File: config.mk
export PLATFORM = sky130hd
export DESIGN_NAME = elevator_car_ctrl_flat
export DESIGN_NICKNAME = d
export VERILOG_FILES = /design/src/rtl/elevator_car_ctrl_if.sv /design/src/rtl/elevator_car_ctrl.sv /design/src/flat_wrapper.sv
export SDC_FILE = /design/constraint.sdc
export NUM_CORES = 1
export LEC_CHECK = 0
export ABC_AREA = 0
export ABC_CLOCK_PERIOD_IN_PS = 3100
export BUFFER_PORTS_ARGS = -buffer_cell sky130_fd_sc_hd__buf_2
export CAP_MARGIN = 20
export CORE_MARGIN = 4
export CORE_UTILIZATION = 56
export DETAILED_ROUTE_END_ITERATION = 12
export PLACE_DENSITY_LB_ADDON = 0.12
export SLEW_MARGIN = 20
export SYNTH_ARGS = -nofsm -noshare
export SYNTH_HDL_FRONTEND = slang
export SYNTH_SLANG_ARGS = --single-unit
File: constraint.sdc
create_clock -name clk -period 3.1 [get_ports clk]
set_input_delay 0.465 -clock clk [delete_from_list [all_inputs] [get_ports clk]]
set_output_delay 0.465 -clock clk [all_outputs]
set_load 0.02 [all_outputs]
File: src/rtl/elevator_car_ctrl_if.sv
// rtl/elevator_car_ctrl_if.sv - control-FSM to car-stage bundle (seg_n present only with FLOOR_7SEG_EN)
interface elevator_car_ctrl_if #(
   parameter int FLOOR_W = 3
);
   logic               q1;
   logic               q0;
   logic               erro;
   logic [FLOOR_W-1:0] target_floor;
   logic               fault_clr;
   logic [FLOOR_W-1:0] floor;
   logic               at_target;
   logic               motor_up;
   logic               motor_down;
   logic               door_open;
   logic               door_done;
   logic               limit_err;
   logic               fault;
`ifdef FLOOR_7SEG_EN
   logic [6:0]         seg_n;
`endif

   modport master (
      output q1, q0, erro, target_floor, fault_clr,
      input  floor, at_target, motor_up, motor_down, door_open, door_done, limit_err, fault
`ifdef FLOOR_7SEG_EN
      , input seg_n
`endif
   );

   modport slave (
      input  q1, q0, erro, target_floor, fault_clr,
      output floor, at_target, motor_up, motor_down, door_open, door_done, limit_err, fault
`ifdef FLOOR_7SEG_EN
      , output seg_n
`endif
   );
endinterface

File: src/rtl/elevator_car_ctrl.sv
// rtl/elevator_car_ctrl.sv - car execution stage: motor/door drive, floor tracking, fault latch
// Optional FLOOR_7SEG_EN adds a registered active-low 7-segment floor display (seg_n).
module elevator_car_ctrl #(
   parameter int NUM_FLOORS    = 8,
   parameter int FLOOR_W       = 3,
   parameter int TRAVEL_CYCLES = 4,
   parameter int DOOR_CYCLES   = 8
) (
   input logic               clk,
   input logic               rst,
   elevator_car_ctrl_if.slave bus
);
   localparam int TCW = $clog2(TRAVEL_CYCLES + 1);
   localparam int DCW = $clog2(DOOR_CYCLES + 1);
   localparam logic [FLOOR_W-1:0] TOP_FLOOR = FLOOR_W'(NUM_FLOORS - 1);
   localparam logic [TCW-1:0] TRAVEL_LAST = TCW'(TRAVEL_CYCLES - 1);
   localparam logic [DCW-1:0] DOOR_LAST = DCW'(DOOR_CYCLES - 1);

   typedef enum logic [1:0] {IDLE, MOVE, DOOR, FAULT} state_t;

   state_t         state;
   logic [TCW-1:0] travel_cnt;
   logic [DCW-1:0] door_cnt;
   logic           dir_up;
   logic [1:0]     code;

   assign code = {bus.q1, bus.q0};
   assign bus.at_target = (bus.floor == bus.target_floor) && (state != MOVE);

   always_ff @(posedge clk or posedge rst) begin
      if (rst) begin
         state          <= IDLE;
         travel_cnt     <= '0;
         door_cnt       <= '0;
         dir_up         <= 1'b0;
         bus.floor      <= '0;
         bus.motor_up   <= 1'b0;
         bus.motor_down <= 1'b0;
         bus.door_open  <= 1'b0;
         bus.door_done  <= 1'b0;
         bus.limit_err  <= 1'b0;
         bus.fault      <= 1'b0;
      end else begin
         bus.door_done <= 1'b0;
         bus.limit_err <= 1'b0;
         // erro overrides everything; an in-flight step is dropped without touching floor
         if (bus.erro) begin
            state          <= FAULT;
            travel_cnt     <= '0;
            door_cnt       <= '0;
            bus.motor_up   <= 1'b0;
            bus.motor_down <= 1'b0;
            bus.door_open  <= 1'b1;
            bus.fault      <= 1'b1;
         end else begin
            case (state)
               IDLE: begin
                  case (code)
                     2'b01: begin
                        if (bus.floor < TOP_FLOOR) begin
                           state        <= MOVE;
                           travel_cnt   <= '0;
                           dir_up       <= 1'b1;
                           bus.motor_up <= 1'b1;
                        end else begin
                           bus.limit_err <= 1'b1;
                        end
                     end
                     2'b10: begin
                        if (bus.floor != '0) begin
                           state          <= MOVE;
                           travel_cnt     <= '0;
                           dir_up         <= 1'b0;
                           bus.motor_down <= 1'b1;
                        end else begin
                           bus.limit_err <= 1'b1;
                        end
                     end
                     2'b11: begin
                        state         <= DOOR;
                        door_cnt      <= '0;
                        bus.door_open <= 1'b1;
                     end
                     default: ;
                  endcase
               end
               MOVE: begin
                  if (travel_cnt == TRAVEL_LAST) begin
                     bus.floor      <= dir_up ? bus.floor + FLOOR_W'(1) : bus.floor - FLOOR_W'(1);
                     travel_cnt     <= '0;
                     bus.motor_up   <= 1'b0;
                     bus.motor_down <= 1'b0;
                     state          <= IDLE;
                  end else begin
                     travel_cnt <= travel_cnt + TCW'(1);
                  end
               end
               DOOR: begin
                  if (door_cnt == DOOR_LAST) begin
                     door_cnt      <= '0;
                     bus.door_open <= 1'b0;
                     bus.door_done <= 1'b1;
                     state         <= IDLE;
                  end else begin
                     door_cnt <= door_cnt + DCW'(1);
                  end
               end
               FAULT: begin
                  if (bus.fault_clr) begin
                     state         <= IDLE;
                     bus.fault     <= 1'b0;
                     bus.door_open <= 1'b0;
                  end
               end
               default: state <= IDLE;
            endcase
         end
      end
   end

`ifdef FLOOR_7SEG_EN
   logic [3:0] floor_nib;
   assign floor_nib = 4'(bus.floor);

   always_ff @(posedge clk or posedge rst) begin
      if (rst) begin
         bus.seg_n <= 7'b1000000;
      end else if (bus.fault) begin
         bus.seg_n <= 7'b0000110;
      end else begin
         case (floor_nib)
            4'h0: bus.seg_n <= 7'b1000000;
            4'h1: bus.seg_n <= 7'b1111001;
            4'h2: bus.seg_n <= 7'b0100100;
            4'h3: bus.seg_n <= 7'b0110000;
            4'h4: bus.seg_n <= 7'b0011001;
            4'h5: bus.seg_n <= 7'b0010010;
            4'h6: bus.seg_n <= 7'b0000010;
            4'h7: bus.seg_n <= 7'b1111000;
            4'h8: bus.seg_n <= 7'b0000000;
            4'h9: bus.seg_n <= 7'b0010000;
            4'hA: bus.seg_n <= 7'b0001000;
            4'hB: bus.seg_n <= 7'b0000011;
            4'hC: bus.seg_n <= 7'b1000110;
            4'hD: bus.seg_n <= 7'b0100001;
            4'hE: bus.seg_n <= 7'b0000110;
            default: bus.seg_n <= 7'b0001110;
         endcase
      end
   end
`endif
endmodule

File: src/flat_wrapper.sv
// flat-port wrapper written by rule: the top's interface ports become plain ports
module elevator_car_ctrl_flat 
#(
   parameter int NUM_FLOORS    = 8,
   parameter int FLOOR_W       = 3,
   parameter int TRAVEL_CYCLES = 4,
   parameter int DOOR_CYCLES   = 8
)
  (clk, rst, bus_q1, bus_q0, bus_erro, bus_target_floor, bus_fault_clr, bus_floor, bus_at_target, bus_motor_up, bus_motor_down, bus_door_open, bus_door_done, bus_limit_err, bus_fault);
  elevator_car_ctrl_if #(.FLOOR_W(FLOOR_W)) bus_i ();
  input logic clk;
  input logic rst;
  input wire logic [$bits(bus_i.q1)-1:0] bus_q1;
  input wire logic [$bits(bus_i.q0)-1:0] bus_q0;
  input wire logic [$bits(bus_i.erro)-1:0] bus_erro;
  input wire logic [$bits(bus_i.target_floor)-1:0] bus_target_floor;
  input wire logic [$bits(bus_i.fault_clr)-1:0] bus_fault_clr;
  output wire logic [$bits(bus_i.floor)-1:0] bus_floor;
  output wire logic [$bits(bus_i.at_target)-1:0] bus_at_target;
  output wire logic [$bits(bus_i.motor_up)-1:0] bus_motor_up;
  output wire logic [$bits(bus_i.motor_down)-1:0] bus_motor_down;
  output wire logic [$bits(bus_i.door_open)-1:0] bus_door_open;
  output wire logic [$bits(bus_i.door_done)-1:0] bus_door_done;
  output wire logic [$bits(bus_i.limit_err)-1:0] bus_limit_err;
  output wire logic [$bits(bus_i.fault)-1:0] bus_fault;
  assign bus_i.q1 = bus_q1;
  assign bus_i.q0 = bus_q0;
  assign bus_i.erro = bus_erro;
  assign bus_i.target_floor = bus_target_floor;
  assign bus_i.fault_clr = bus_fault_clr;
  assign bus_floor = bus_i.floor;
  assign bus_at_target = bus_i.at_target;
  assign bus_motor_up = bus_i.motor_up;
  assign bus_motor_down = bus_i.motor_down;
  assign bus_door_open = bus_i.door_open;
  assign bus_door_done = bus_i.door_done;
  assign bus_limit_err = bus_i.limit_err;
  assign bus_fault = bus_i.fault;
  elevator_car_ctrl #(.NUM_FLOORS(NUM_FLOORS), .FLOOR_W(FLOOR_W), .TRAVEL_CYCLES(TRAVEL_CYCLES), .DOOR_CYCLES(DOOR_CYCLES)) u_core (.clk(clk), .rst(rst), .bus(bus_i));
endmodule
==> results of run 1 <==
-- power by group --
part           internal, mW  switching (mW)  total [mW]
logic                0.0450          0.0659       0.111
clock network        0.0482          0.0779       0.126
registers             0.265          0.0293       0.294
total                 0.358           0.173       0.531
-- worst max path at each step --
stage / end / cells after the start / slack [ns] / startpoint
finish: bus_at_target / 3 / 1.03 / u_core.state[0]$_DFFE_PP0P_
global route: bus_at_target / 3 / 0.96 / u_core.state[0]$_DFFE_PP0P_
global placement: bus_at_target / 3 / 1.42 / u_core.state[0]$_DFFE_PP0P_
floorplan: bus_at_target / 2 / 1.22 / u_core.bus.floor[0]$_DFFE_PP0P_
CTS: bus_at_target / 3 / 1.05 / u_core.state[0]$_DFFE_PP0P_
detailed placement: u_core.travel_cnt[1]$_DFFE_PP0P_ / 7 / 1.38 / bus_q1
-- per-layer routing --
layer,vias to the layer above,routed length (um)
li1,428,-
met1,440,1050
met2,32,1110
met3,7,138
met4,0,47
met5,-,0
-- Yosys cell counts (2+ instances only) --
cell type / n / area (sq um)
dfrtp_1: 19 / 475
nand2_1: 7 / 26.3
nor2_1: 7 / 26.3
inv_1: 6 / 22.5
xor2_1: 6 / 52.6
ha_1: 5 / 62.6
o21ai_0: 5 / 25.0
nand3_1: 4 / 20.0
a21oi_1: 3 / 15.0
buf_2: 3 / 15.0
nor4_1: 3 / 18.8
a22oi_1: 2 / 15.0
a31oi_1: 2 / 12.5
a32oi_1: 2 / 17.5
mux2i_1: 2 / 20.0
nand3b_1: 2 / 15.0
nor2b_1: 2 / 12.5
nor3_1: 2 / 10.0
nor3_2: 2 / 20.0
o21a_1: 2 / 15.0
o21ai_1: 2 / 10.0
-- cell type report --
class | instances | area [sq um]
clock buffer | 3 | 22.5
sequential | 19 | 475
inverter | 7 | 28.8
clock inverter | 1 | 5.00
fill | 152 | 566
timing repair buffer | 18 | 90.1
tap | 25 | 31.3
multi-input combinational | 79 | 583
-- through the flow --
| stage | hold slack (ns) | util, % | instance area (sq um) | cells |
|---|---|---|---|---|
| 3_3_place_gp | 0.486 | 67.1 | 1210 | 148 |
| 4_1_cts | 0.287 | 68.6 | 1240 | 152 |
| 5_1_grt | 0.312 | 68.6 | 1240 | 152 |
| 6_report | 0.261 | 68.6 | 1240 | 152 |
| 2_1_floorplan | 0.416 | - | 1100 | 108 |
| 3_5_place_dp | 0.485 | 67.1 | 1210 | 148 |
-- logic make-up after synthesis --
logic type / Yosys count / synth area share (%)
AOI/OAI and AO/OA: 25 / 16.3
xor gates and xnor gates: 6 / 4.77
adders and majority gates: 6 / 7.49
buffers and inverters: 10 / 3.97
DFF: 19 / 43.1
muxes: 4 / 3.86
and+or+nand+nor: 38 / 20.4
-- worst max-delay path: cells and delay by family, from the launching register on --
family	cells	cell delay [ns]
buffers and inverters	1	0.20
DFF	1	0.56
and+or+nand+nor	2	0.54
-- layout by cell type (no fill, tap or decap), types with 3 or more instances in the layout --
cell	n
nor4_1	3
nor2_1	7
inv_1	6
xor2_1	6
ha_1	5
nand3_1	4
clkbuf_4	3
buf_2	18
o21ai_0	5
nand2_1	7
dfrtp_1	19
a21oi_1	3
-- state kept, by name (all words and copies together), names as in the netlist --
register / count
u_core.bus.limit_err: 1
u_core.bus.motor_down: 1
u_core.bus.fault: 1
u_core.state: 2
u_core.door_cnt: 4
u_core.dir_up: 1
u_core.bus.motor_up: 1
u_core.bus.door_done: 1
u_core.travel_cnt: 3
u_core.bus.door_open: 1
u_core.bus.floor: 3
==> results.py, run 1 <==
metrics = {
    "outcome": {
        "status": "finished, final reports clean",
    },
    "yosys": {
        "netlist_instances": 108,
        "syn_area_sq_um": 1100,
        "yosys_warnings": 0,
        "synth-seq-cells": 19,
        "ys.flop_type": "dfrtp_1",
        "synth-edff-count": 0,
        "seq_area_frac_synth_pct": 43.1,
        "syn_avg_cell_area_sq_um": 10.2,
        "ys_types": 41,
        "synth-async-reset-ratio_pct": 100,
        "synth_nets": 123,
    },
    "clock_network": {
        "clk_latency_ns": 0.30,
        "h-tree-depth": 1,
        "cts_root_buf": "clkbuf_4",
        "cts_tree": "built",
        "cts_made_buffers": 3,
        "ctsHoldBuffers": 0,
        "clock-sinks": 19,
        "postCtsResizedCells": 0,
        "clockBufferDepth": 2,
        "clkSlewWorstSetupHoldPaths_ns": 0.11,
        "post_cts_buffers": 0,
    },
    "pwr": {
        "power_density_nw_per_um2": 430,
        "max-vdd-ir-drop_mv": 0.287,
        "p_leak_nw": 0.626,
        "p_total_mw": 0.531,
    },
    "floorplanning": {
        "io_pins": 19,
        "rows": 15,
        "dieArea_sq_um": 2740,
        "dieHeight_um": 52.4,
        "dieWidth_um": 52.4,
        "coreArea_sq_um": 1800,
        "initial_core_util_pct": 61.2,
    },
    "detailed_routing": {
        "dr.pass1.iters": 4,
        "first_iter_violations": 14,
        "vias": 907,
        "ant_nets": 0,
        "drc": 0,
        "wirelength_um": 2340,
        "via_per_inst": 5.97,
        "wl_per_cell_um": 15.4,
    },
    "setup_path": {
        "critPathMaxFanout": 11,
        "cp_cell_sequence": "nor2b_2, nor4_1, buf_2",
        "critPathKind": "reg -> out",
        "start_kind": "flop",
        "end_kind": "primary output",
        "r2r_setup_slack_ns": 1.41,
        "slowest_stage": "dfrtp_1",
        "reg2reg_to": "u_core.bus.floor[1]$_DFFE_PP0P_",
        "rr_worst_depth": 4,
        "crit_required_ns": 2.63,
        "critPathArrivalTime_ns": 1.60,
        "max_stage_delay_ns": 0.56,
        "timing.rr.start": "u_core.state[0]$_DFFE_PP0P_",
    },
    "global_route": {
        "first_global_vias": 852,
        "met2_usage_pct": 32.9,
        "grtUsageMet3_pct": 3.13,
        "grt_overflow": 0,
        "antenna_found_initial": 0,
        "grt_usage_pct": 20.0,
        "grt_max_degree": 20,
        "top_usage_layer": "met2",
        "met1_usage_pct": 25.4,
        "grt_pass1_wl_um": 3950,
    },
    "final_layout": {
        "diodes": 0,
        "nets": 143,
        "synthToLayoutAreaGrowth_pct": 12.1,
        "final_layout_size_suffix_gt1_share_pct": 26.0,
    },
    "sta": {
        "worstMarginPinSlew_ns": 0.726,
        "final-hold-violation-count": 0,
        "finalMaxSlewViolations": 0,
        "finalClockSkew_ns": 0.00973,
        "layout_setup_ws_ns": 1.03,
        "fmax_mhz": 484,
        "fin_crit_sh_pct": 66.7,
        "rsz0062_at_grt": "no",
        "finalSetupTns_ns": 0,
        "relSlewSlack_pct": 51.5,
        "fin_crit_ns": 2.07,
        "setup_viol": 0,
    },
    "placement": {
        "portBuffers": 18,
        "post-dp-hpwl_um": 1680,
        "gp_congestion": 0.760,
        "dpl_worst_slack_ns": 1.38,
    },
    "job": {
        "cap_violations": 0,
    },
    "min_path": {
        "holdCritPathClass": "in -> async",
    },
}
Power figures use the tool's default switching activity.
==> inputs of run 2 (changes only) <==
ABC_AREA = 1   (was 0)
ABC_CLOCK_PERIOD_IN_PS = 1900   (was 3100)
CORE_UTILIZATION = 49   (was 56)
clock period = 1.9 ns   (was 3.1 ns; I/O delays follow)
==> run 2 against run 1 <==
Flip-flop and latch count unchanged. Hold slack got worse by 0.19 ns. Worst setup slack lost 0.85 ns. Critical endpoint unchanged. Highest routed layer unchanged.
==> results.py, run 2 <==
metrics = {
    "detailed_routing": {
        "dr.pass1.iters": 4,
        "wl_per_cell_um": 11.8,
        "vias": 996,
        "wirelength_um": 2320,
        "ant_nets": 0,
        "via_per_inst": 5.06,
        "drc": 0,
        "first_iter_violations": 19,
    },
    "global_route": {
        "grt_overflow": 0,
        "antenna_found_initial": 0,
        "first_global_vias": 984,
        "grt_pass1_wl_um": 4080,
        "grt_max_degree": 20,
        "grt_usage_pct": 15.9,
    },
    "clock_network": {
        "cts_made_buffers": 3,
        "ctsHoldBuffers": 0,
        "post_cts_buffers": 0,
        "h-tree-depth": 1,
        "clkSlewWorstSetupHoldPaths_ns": 0.12,
        "cts_tree": "built",
        "clock-sinks": 19,
        "postCtsResizedCells": 0,
        "clockBufferDepth": 2,
        "cts_root_buf": "clkbuf_4",
        "clk_latency_ns": 0.30,
    },
    "placement": {
        "gp_congestion": 0.834,
        "dp.cells": 193,
        "post-dp-hpwl_um": 1810,
        "portBuffers": 18,
        "dpl_cell_area_sq_um": 1270,
    },
    "setup_path": {
        "startpoint": "u_core.bus.floor[1]$_DFFE_PP0P_",
        "start_kind": "flop",
        "critPathKind": "reg -> out",
        "end_kind": "primary output",
        "crit_required_ns": 1.62,
        "timing.rr.start": "u_core.bus.floor[0]$_DFFE_PP0P_",
        "critPathArrivalTime_ns": 1.44,
        "critPathMaxFanout": 8,
    },
    "yosys": {
        "synth_top_area_share_pct": 40.9,
        "ys.flop_type": "dfrtp_1",
        "synth_area_leaders": "dfrtp_1 (41%), nand2_1 (9.7%), inv_1 (7.1%)",
        "netlist_instances": 149,
        "synth-seq-cells": 19,
        "syn_area_sq_um": 1160,
        "yosys.area.top_type": "dfrtp_1",
        "synth-async-reset-ratio_pct": 100,
        "yosys-top-cells-count": "nand2_1 (30), inv_1 (22), dfrtp_1 (19)",
        "ys_types": 24,
        "yosys_warnings": 0,
        "synth.most_common_cell": "nand2_1",
        "seq_area_frac_synth_pct": 40.9,
        "synth_nets": 164,
        "synth-edff-count": 0,
        "syn_avg_cell_area_sq_um": 7.79,
    },
    "floorplanning": {
        "dieArea_sq_um": 3210,
        "initial_core_util_pct": 52.0,
        "dieWidth_um": 56.7,
        "dieHeight_um": 56.7,
        "coreArea_sq_um": 2230,
        "rows": 17,
        "io_pins": 19,
    },
    "final_layout": {
        "final_layout_size_suffix_gt1_share_pct": 23.1,
        "layoutNonFillerInstCount": 197,
        "final_cell_mix": "nand2_1 (30), inv_1 (22), buf_2 (18)",
        "regArea_sq_um": 478,
        "diodes": 0,
        "n_fill_cell": 216,
        "largest_reg_flops": 4,
        "reg_top3": "u_core.door_cnt x4, u_core.bus.floor x3, u_core.travel_cnt x3",
        "fin_util_pct": 58.2,
        "nets": 185,
        "final_area_sq_um": 1300,
        "final_common_cell": "nand2_1",
        "largest-register": "u_core.door_cnt",
        "synthToLayoutAreaGrowth_pct": 12.0,
        "multiInputGateArea_sq_um": 579,
    },
    "pwr": {
        "pwr-share-comb_pct": 44.3,
        "power_density_nw_per_um2": 1190,
        "p_clk_share_pct": 13.3,
        "intPower_mw": 0.847,
        "p_seq_share_pct": 42.5,
        "switchingPower_mw": 0.698,
        "swShare_pct": 45.2,
        "max-vdd-ir-drop_mv": 0.610,
        "p_leak_nw": 0.722,
    },
    "sta": {
        "relSlewSlack_pct": 52.8,
        "fin_crit_sh_pct": 90.6,
        "finalMaxSlewViolations": 0,
        "rsz0062_at_grt": "no",
        "holdWs_ns": 0.0737,
        "setup_viol": 0,
        "finalSetupTns_ns": 0,
        "fin_crit_ns": 1.72,
        "final-hold-violation-count": 0,
        "finalClockSkew_ns": 0.0141,
        "worstMarginPinSlew_ns": 0.708,
        "fmax_mhz": 581,
    },
    "min_path": {
        "holdCritPathClass": "in -> async",
    },
    "job": {
        "cap_violations": 0,
    },
    "outcome": {
        "status": "finished, final reports clean",
    },
}
[run 2: final timing paths]
kind                            slack, ns  depth (start not counted)                          endpoint
worst max-delay path                 0.18                          3                     bus_at_target
worst min-delay path                 0.07                          2  u_core.bus.door_open$_DFFE_PP0P_
worst max register to register       0.48                          4   u_core.bus.floor[2]$_DFFE_PP0P_
worst min register to register       0.50                          2      u_core.bus.fault$_DFFE_PP0P_
max in group asynchronous            1.32                          2       u_core.state[0]$_DFFE_PP0P_
min in group clk                     0.25                          2  u_core.travel_cnt[2]$_DFFE_PP0P_
[run 2: layer usage]
| metal | share of wire, % | global-route usage (%) | wire length, um |
|---|---|---|---|
| met5 | 0 | 0 | 0 |
| met2 | 46 | 25.2 | 1070 |
| met4 | 1.3 | 5.08 | 31 |
| met3 | 5.0 | 2.99 | 116 |
| met1 | 47 | 21.6 | 1100 |
[run 2: final cells by class]
type                       instances  area share (%)
clock buffer                       3            1.73
clock inverter                     1           0.385
inverter                          24            6.93
multi-input combinational        104            44.6
sequential                        19            36.8
tap                               28            2.69
timing repair buffer              18            6.93
[run 2: critical path, stage by stage, from the launching register on]
cell and delay (ns):
dfrtp_1 0.49, xor2_1 0.20, nor4_1 0.24, buf_2 0.20
[run 2: power groups by stage]
stage                     Sequential (mW)  Clock, mW  Combinational [mW]
after floorplan                     0.687          0               0.482
after global placement              0.657          0               0.668
after detailed placement            0.661          0               0.688
after CTS                           0.652      0.215               0.693
after global routing                0.675      0.235               0.788
final                               0.656      0.205               0.684
[run 2: cell families after synthesis]
| kind of cell | after synthesis | synth area share, % |
|---|---|---|
| xor+xnor | 6 | 4.53 |
| simple gates | 76 | 31.1 |
| flops | 19 | 40.9 |
| compound gates | 16 | 7.11 |
| fa+ha+maj | 6 | 7.11 |
| buf+inv | 26 | 9.16 |
[run 2: through the flow]
stage / total power, mW / setup WS, ns
floorplan: 1.17 / 0.120
global placement: 1.32 / 0.490
detailed placement: 1.35 / 0.439
CTS: 1.56 / 0.146
global route: 1.70 / 0.00344
finish: 1.55 / 0.178
==> inputs of run 3 (changes only) <==
RECOVER_POWER = 50   (was not set)
==> run 3 against run 2 <==
Non-clock buffer count unchanged. Core utilization down 0.39 points. Register-to-register slack worse by 0.07 ns. Count of clock-buffer cells in the layout unchanged. Global-route usage unchanged. First-iteration DRC count down 5.3%. Flip-flop and latch count unchanged. Fmax about the same. Sequential power down 2%. Total power down 1.1%. Largest power group unchanged.
==> results.py, run 3 (synthesis results as in run 2) <==
metrics = {
    "setup_path": {
        "critPathKind": "reg -> out",
        "cp_cell_sequence": "xor2_1, nor4_1, buf_2",
        "worstSetupEndpoint": "bus_at_target",
        "timing.rr.start": "u_core.state[0]$_DFFE_PP0P_",
        "r2r_setup_slack_ns": 0.41,
        "max_stage_delay_ns": 0.49,
        "slowest_stage": "dfrtp_1",
        "critPathArrivalTime_ns": 1.44,
        "reg2reg_to": "u_core.travel_cnt[0]$_DFFE_PP0P_",
        "crit_required_ns": 1.62,
        "rr_worst_depth": 7,
        "start_kind": "flop",
        "end_kind": "primary output",
        "startpoint": "u_core.bus.floor[1]$_DFFE_PP0P_",
        "critPathMaxFanout": 8,
    },
    "floorplanning": {
        "dieWidth_um": 56.7,
        "initial_core_util_pct": 52.0,
        "io_pins": 19,
        "rows": 17,
        "coreArea_sq_um": 2230,
        "dieHeight_um": 56.7,
        "dieArea_sq_um": 3210,
    },
    "clock_network": {
        "h-tree-depth": 1,
        "cts_root_buf": "clkbuf_4",
        "ctsHoldBuffers": 0,
        "clock-sinks": 19,
        "clockBufferDepth": 2,
        "post_cts_buffers": 0,
        "cts_tree": "built",
        "postCtsResizedCells": 0,
        "clk_latency_ns": 0.30,
        "clkSlewWorstSetupHoldPaths_ns": 0.12,
        "cts_made_buffers": 3,
    },
    "sta": {
        "setup_viol": 0,
        "worstMarginPinSlew_ns": 0.708,
        "finalMaxSlewViolations": 0,
        "finalSetupTns_ns": 0,
        "final-hold-violation-count": 0,
        "finalClockSkew_ns": 0.0138,
        "fmax_mhz": 581,
        "fin_crit_sh_pct": 90.6,
        "fin_crit_ns": 1.72,
        "holdWs_ns": 0.0740,
        "relSlewSlack_pct": 52.8,
        "rsz0062_at_grt": "no",
    },
    "pwr": {
        "swShare_pct": 45.0,
        "p_leak_nw": 0.717,
        "power_density_nw_per_um2": 1180,
        "switchingPower_mw": 0.687,
        "p_clk_share_pct": 13.4,
        "max-vdd-ir-drop_mv": 0.588,
        "pwr-share-comb_pct": 44.4,
        "intPower_mw": 0.841,
        "p_seq_share_pct": 42.2,
    },
    "final_layout": {
        "final_area_sq_um": 1290,
        "largest_reg_flops": 4,
        "reg_top3": "u_core.door_cnt x4, u_core.bus.floor x3, u_core.travel_cnt x3",
        "regArea_sq_um": 478,
        "multiInputGateArea_sq_um": 572,
        "fin_util_pct": 57.8,
        "nets": 185,
        "final_cell_mix": "nand2_1 (30), inv_1 (22), buf_2 (17), dfrtp_1 (17), nor2_1 (15)",
        "largest-register": "u_core.door_cnt",
        "diodes": 0,
        "n_fill_cell": 218,
        "synthToLayoutAreaGrowth_pct": 11.2,
        "final_layout_size_suffix_gt1_share_pct": 21.9,
        "layoutNonFillerInstCount": 197,
        "final_common_cell": "nand2_1",
    },
    "detailed_routing": {
        "wl_per_cell_um": 11.8,
        "drc": 0,
        "dr.pass1.iters": 4,
        "ant_nets": 0,
        "first_iter_violations": 18,
        "wirelength_um": 2320,
        "via_per_inst": 5.06,
        "vias": 996,
    },
    "global_route": {
        "grt_max_degree": 20,
        "grt_overflow": 0,
        "met1_usage_pct": 21.6,
        "top_usage_layer": "met2",
        "met2_usage_pct": 25.2,
        "grtUsageMet3_pct": 2.99,
        "grt_pass1_wl_um": 4080,
        "grt_usage_pct": 15.9,
        "antenna_found_initial": 0,
        "first_global_vias": 984,
    },
    "placement": {
        "dpl_cell_area_sq_um": 1270,
        "gp_congestion": 0.834,
        "dp.cells": 193,
        "post-dp-hpwl_um": 1810,
        "portBuffers": 18,
    },
    "min_path": {
        "holdCritPathClass": "in -> async",
    },
    "job": {
        "cap_violations": 0,
    },
    "outcome": {
        "status": "finished, final reports clean",
    },
}
==> run 3: worst min path at each step <==
stage,slack [ns],endpoint
2_1_floorplan,0.24,u_core.bus.door_done$_DFF_PP0_
3_3_place_gp,0.43,u_core.travel_cnt[1]$_DFFE_PP0P_
3_5_place_dp,0.44,u_core.travel_cnt[1]$_DFFE_PP0P_
4_1_cts,0.1,u_core.travel_cnt[2]$_DFFE_PP0P_
5_1_grt,0.13,u_core.bus.door_open$_DFFE_PP0P_
6_report,0.07,u_core.bus.door_open$_DFFE_PP0P_
==> run 3: per-layer routing <==
metal	wire, um	up-vias
met3	116	4
met1	1100	457
li1	-	512
met5	0	-
met4	31	0
met2	1070	23
==> run 3: power groups by stage <==
stage	Combinational [mW]	Clock, mW	Sequential, mW
2_1_floorplan	0.482	0	0.687
6_report	0.678	0.205	0.645
5_1_grt	0.781	0.235	0.664
4_1_cts	0.693	0.215	0.652
3_5_place_dp	0.688	0	0.661
3_3_place_gp	0.668	0	0.657
==> run 3: stage by stage <==
step	power, mW	worst slack [ns]
5_1_grt	1.68	0.0115
3_3_place_gp	1.32	0.490
4_1_cts	1.56	0.146
3_5_place_dp	1.35	0.439
2_1_floorplan	1.17	0.120
6_report	1.53	0.179
==> run 3: cell type report <==
| type | count | area share [%] |
|---|---|---|
| repair buffers | 18 | 6.88 |
| clock inverters | 1 | 0.388 |
| well taps | 28 | 2.71 |
| flip-flops and latches | 19 | 37.0 |
| clock buffers | 3 | 1.74 |
| multi-input cells | 104 | 44.3 |
| inverters | 24 | 6.98 |
==> run 3: worst max-delay path, delay by kind of cell, from the launching register on <==
family | cells | cell delay (ns)
buffers and inverters | 1 | 0.20
and+or+nand+nor | 1 | 0.24
DFF | 1 | 0.49
xor gates and xnor gates | 1 | 0.20
